[config.mk]
export PLATFORM = sky130hd
export DESIGN_NAME = enc_16x4
export DESIGN_NICKNAME = d
export VERILOG_FILES = /design/src/rtl/enc_pkg.sv /design/src/rtl/prio_enc16.sv /design/src/rtl/enc_16x4.sv
export SDC_FILE = /design/constraint.sdc
export NUM_CORES = 1
export LEC_CHECK = 0
export BUFFER_PORTS_ARGS = -buffer_cell sky130_fd_sc_hd__buf_2
export CAP_MARGIN = 10
export CELL_PAD_IN_SITES_DETAIL_PLACEMENT = 0
export CELL_PAD_IN_SITES_GLOBAL_PLACEMENT = 1
export CORE_MARGIN = 4
export CORE_UTILIZATION = 37
export DETAILED_ROUTE_END_ITERATION = 8
export HOLD_SLACK_MARGIN = 0.1
export PLACE_DENSITY = 0.74
export REMOVE_ABC_BUFFERS = 1
export SLEW_MARGIN = 40
export SYNTH_ARGS = -nofsm -noshare
export SYNTH_HDL_FRONTEND = slang
export SYNTH_SLANG_ARGS = --single-unit
[constraint.sdc]
create_clock -name clk -period 3.7 [get_ports clk]
set_input_delay 0.74 -clock clk [delete_from_list [all_inputs] [get_ports clk]]
set_output_delay 0.74 -clock clk [all_outputs]
set_load 0.01 [all_outputs]
[src/rtl/enc_pkg.sv]
// Shared constants, FSM state type and small helpers for the 16-to-4 request encoder.
package enc_pkg;

    localparam int N_REQ = 16;
    localparam int IDX_W = 4;
    localparam int CNT_W = 5;

    typedef enum logic [0:0] {
        ST_IDLE    = 1'b0,
        ST_PRESENT = 1'b1
    } enc_state_e;

    // Same mapping as the existing 4x16 decoder: index -> one-hot bit.
    function automatic logic [N_REQ-1:0] dec4x16(input logic [IDX_W-1:0] idx);
        dec4x16 = {{(N_REQ-1){1'b0}}, 1'b1} << idx;
    endfunction

    function automatic logic [CNT_W-1:0] popcount16(input logic [N_REQ-1:0] mask);
        logic [CNT_W-1:0] cnt;
        cnt = {CNT_W{1'b0}};
        for (int i = 0; i < N_REQ; i++) begin
            cnt = cnt + {{(CNT_W-1){1'b0}}, mask[i]};
        end
        return cnt;
    endfunction

endpackage

[src/rtl/prio_enc16.sv]
// Combinational 16-bit priority encoder; HIGH_FIRST selects which end of the mask wins.
module prio_enc16
    import enc_pkg::*;
#(
    parameter bit HIGH_FIRST = 1'b1
) (
    input  logic [N_REQ-1:0] mask,
    output logic [IDX_W-1:0] idx,
    output logic             any_set
);

    // Scan from the losing end toward the winning end so the last hit is the winner.
    always_comb begin
        idx     = {IDX_W{1'b0}};
        any_set = |mask;
        for (int i = 0; i < N_REQ; i++) begin
            int j;
            j   = HIGH_FIRST ? i : (N_REQ - 1 - i);
            idx = mask[j] ? IDX_W'(j) : idx;
        end
    end

endmodule

[src/rtl/enc_16x4.sv]
// Pending-request tracker that presents one priority-encoded index at a time
// over a valid/ready handshake, with popcount and lost-request reporting.
module enc_16x4
    import enc_pkg::*;
#(
    parameter bit HIGH_FIRST = 1'b1
) (
    input  logic             clk,
    input  logic             rst_n,
    input  logic [N_REQ-1:0] req_in,
    output logic [IDX_W-1:0] idx_out,
    output logic             idx_valid,
    input  logic             idx_ready,
    output logic [N_REQ-1:0] pending_out,
    output logic [CNT_W-1:0] pending_cnt,
    output logic             overflow
);

    enc_state_e       state_r;
    enc_state_e       next_state_s;
    logic [N_REQ-1:0] pending_r;
    logic [IDX_W-1:0] idx_r;
    logic [IDX_W-1:0] next_idx_s;
    logic [IDX_W-1:0] idx_cand_r;
    logic [CNT_W-1:0] cnt_r;
    logic             overflow_r;

    logic             handshake_s;
    logic [N_REQ-1:0] ack_mask_s;
    logic [N_REQ-1:0] next_pending_s;
    logic             overflow_s;
    logic [IDX_W-1:0] enc_idx_s;
    logic             enc_any_s;

    // A same-cycle request on the acked bit is OR-ed back in after the clear, so it survives.
    assign handshake_s    = (state_r == ST_PRESENT) && idx_ready;
    assign ack_mask_s     = handshake_s ? dec4x16(idx_r) : {N_REQ{1'b0}};
    assign next_pending_s = (pending_r & ~ack_mask_s) | req_in;
    assign overflow_s     = |(req_in & pending_r & ~ack_mask_s);

    prio_enc16 #(
        .HIGH_FIRST(HIGH_FIRST)
    ) u_prio (
        .mask    (next_pending_s),
        .idx     (enc_idx_s),
        .any_set (enc_any_s)
    );

    // Next-state and next-index selection for the presentation FSM.
    always_comb begin
        next_state_s = state_r;
        next_idx_s   = idx_r;
        case (state_r)
            ST_IDLE: begin
                if (|pending_r) begin
                    next_idx_s   = idx_cand_r;
                    next_state_s = ST_PRESENT;
                end else begin
                    next_state_s = ST_IDLE;
                end
            end
            ST_PRESENT: begin
                if (handshake_s) begin
                    next_idx_s   = enc_any_s ? enc_idx_s : idx_r;
                    next_state_s = enc_any_s ? ST_PRESENT : ST_IDLE;
                end else begin
                    next_state_s = ST_PRESENT;
                end
            end
            default: begin
                next_state_s = ST_IDLE;
                next_idx_s   = {IDX_W{1'b0}};
            end
        endcase
    end

    // State, pending mask and all registered outputs; idx_cand_r is the encoding of pending_r.
    always_ff @(posedge clk or negedge rst_n) begin
        if (!rst_n) begin
            state_r    <= ST_IDLE;
            pending_r  <= {N_REQ{1'b0}};
            idx_r      <= {IDX_W{1'b0}};
            idx_cand_r <= {IDX_W{1'b0}};
            cnt_r      <= {CNT_W{1'b0}};
            overflow_r <= 1'b0;
        end else begin
            state_r    <= next_state_s;
            pending_r  <= next_pending_s;
            idx_r      <= next_idx_s;
            idx_cand_r <= enc_idx_s;
            cnt_r      <= popcount16(next_pending_s);
            overflow_r <= overflow_s;
        end
    end

    assign idx_out     = idx_r;
    assign idx_valid   = (state_r == ST_PRESENT);
    assign pending_out = pending_r;
    assign pending_cnt = cnt_r;
    assign overflow    = overflow_r;

endmodule
==> impl_metrics.yaml <==
setup_path:
  cp.required_ns: 3.87
  path_cells: "buf_12 -> nand4_1 -> o31a_1 -> fa_1 -> fa_1 -> inv_2 -> fa_2 -> fa_1 -> inv_2 -> ha_4 -> inv_2 -> fa_2 -> inv_1"
  critPathSlowestCell: "fa_1"
  ff2ff_path_depth: 12
  r2r_end: "pending_cnt[1]$_DFF_PN0_"
  crit_type: "in2reg"
  cp_max_fo: 8
  start_kind: "primary input"
  setup.worst_path.end_class: "register"
  worstPathArrival_ns: 4.17
  r2r_start: "idx_valid$_DFF_PN0_"
  cpPeakStageDelay_ns: 0.54
  r2r_slack_ns: -0.25
clock_tree:
  clock_sinks: 31
  path_clk_slew_ns: 0.08
  clock_path_buffers: 2
  cts_tree: "done"
  root_buffer: "clkbuf_8"
  clkLatencyLatePin_ns: 0.29
  h-tree-depth: 2
  cts-buffers-inserted: 5
  ctsHoldBuffers: 0
synth:
  yosysUniqueCellTypes: 55
  yosysWarningCount: 0
  synthCells: 209
  synth_area_per_cell_um2: 9.94
  yosys_register_bits: 31
  asyncSetResetFlopFracSynth_pct: 100
  syn_area_um2: 2080
  ys_seq_area_share_pct: 37.3
  synth_enable_flop_cells: 0
  synth_flop_cell: "dfrtp_1"
outcome:
  violations: "negative setup slack"
  status: "finished with violations"
timing:
  rsz0062_at_grt: "yes"
  worstMarginPinSlew_ns: 0.442
  hold_viol_final: 0
  finalSetupTns_ns: -1.27
  whs_ns: 0.379
  postLayoutSetupSlackWorst_ns: -0.293
  clock_skew_ns: 0.0142
  max_slew_margin_pct: 70.3
  fin_crit_sh_pct: 108
  fin_crit_ns: 3.99
  max_freq_ghz: 0.250
  setup_viol: 5
  drv_slew: 0
finish:
  area_delta_synth_final_pct: 51.3
  diodes: 0
  multiInputGateArea_um2: 1250
  finalCoreUtilization_pct: 57.4
  finalNonFillerCells: 408
  fill_cells: 498
  nNetsFinal: 369
  drive_gt1_share_pct: 50.0
  regArea_um2: 782
grt:
  grt_pass1_wl_um: 11400
  grt_max_degree: 32
  grt_antenna_before_repair: 0
  grt-ovfl-total: 0
  grtUsageTotal_pct: 20.8
  grt_pass1_vias: 2239
placement:
  place_worst_setup_slack_ns: -0.707
  dp_hpwl_um: 5210
  gp_congestion: 0.812
  dp_cells: 372
  portBuffers: 45
floorplanning:
  io_pins: 46
  die_x_um: 82.9
  die_h_um: 82.9
  core_um2: 5470
  dieArea_um2: 6880
  row_count: 27
  start_util_pct: 38.0
power:
  power.density_nw_per_um2: 314
  p_leak_uw: 0.00132
  ir_drop_mv: 0.214
detailed_routing:
  wl_per_cell_um: 17.3
  drc_errors: 0
  ant_nets: 0
  viasPerCell: 5.28
  detail_route.first_pass.iterations: 4
  via_count: 2156
  routed_wl_um: 7080
  drtIter0Drc: 122
hold_path:
  hold_path.class: "in2async"
run:
  maxCapViolations: 0
==> critical path: cells and delay by family <==
family	cells	cell delay [ns]
compound gates	1	0.37
buf+inv	5	0.29
fa+ha+maj	6	2.58
simple gates	1	0.17
==> how the worst max path moves through the flow <==
stage                     slack (ns)  cells past startpoint      start                  endpoint
after floorplan                -0.46                     13  idx_ready  pending_cnt[4]$_DFF_PN0_
after global placement         -0.67                     14  idx_ready  pending_cnt[4]$_DFF_PN0_
after detailed placement       -0.71                     14  idx_ready  pending_cnt[4]$_DFF_PN0_
after CTS                      -0.27                     13  idx_ready  pending_cnt[1]$_DFF_PN0_
after global routing           -0.42                     27  idx_ready        overflow$_DFF_PN0_
final                          -0.29                     13  idx_ready  pending_cnt[1]$_DFF_PN0_
==> synthesized netlist by cell type, types with 3 or more instances <==
cell,number,area share [%]
o31a_1,5,2.1
nor3_1,9,2.2
nor3b_1,6,2.2
nor2_1,17,3.1
ha_1,5,3.0
o21ai_0,3,0.72
a21oi_1,12,2.9
buf_2,3,0.72
inv_1,19,3.4
dfrtp_1,31,37
fa_1,10,9.6
mux2_2,5,2.7
a31oi_1,4,1.2
o211ai_1,6,2.2
nand2_1,11,2.0
or2_2,5,1.5
a21o_1,6,2.2
nand4_1,4,1.2
nor4_1,5,1.5
==> power by group <==
part,leakage [µW],switching (µW),internal [µW]
clock,0.0000515,133,170
combinational,0.000980,145,150
sequential,0.000292,17.7,371
==> logic make-up (layout without fill, tap and decap cells) <==
| group | after synthesis | in the layout | share of synthesized area [%] |
|---|---|---|---|
| buffers and inverters | 26 | 153 | 5.24 |
| XOR/XNOR | 2 | 2 | 0.844 |
| multiplexers | 5 | 5 | 2.71 |
| adder cells (fa/ha/maj) | 15 | 15 | 12.7 |
| flip-flops | 31 | 31 | 37.3 |
| AO/OA/AOI/OAI | 53 | 53 | 19.1 |
| AND/OR/NAND/NOR | 77 | 77 | 22.1 |
==> layout by cell type (no fill, tap or decap), types with 6 or more instances in the layout <==
master	instances
inv_1	16
buf_2	43
o211ai_1	6
buf_4	80
nor3_1	7
fa_1	8
a21o_1	6
dfrtp_1	26
clkbuf_8	7
nand2_1	11
nor2_1	17
a21oi_1	11
==> flip-flops by register name, indices dropped and copies added (netlist names) <==
name         flops
pending_out     16
pending_cnt      5
idx_cand_r       4
idx_out          4
idx_valid        1
overflow         1
==> metal layers <==
metal	GRT usage [%]	part of all wire, %	vias to the layer above
met3	5.16	7.2	18
li1	-	-	1015
met5	0	0	-
met2	34.5	48	90
met4	8.62	3.1	0
met1	25.9	41	1033
==> timing repair <==
action | CTS | global route
gates resized for setup | 16 | 10
endpoints found under the setup margin | 4 | 5
buffers inserted | 24 | 4
cloned | 0 | 0
pin swaps | 8 | 8
==> layout make-up <==
type	count	share of cell area, %
clock buffers	8	3.18
repair buffers	125	27.0
well taps	72	2.87
flip-flops and latches	31	24.9
multi-input cells	152	39.7
inverters	20	2.39
==> metrics by stage <==
step                      power [µW]  area (µm²)
final                            988        3140
after global routing            1040        3140
after CTS                        977        3060
after detailed placement         642        2750
after global placement           641        2750
after floorplan                  513        2040
Power figures use the tool's default switching activity.
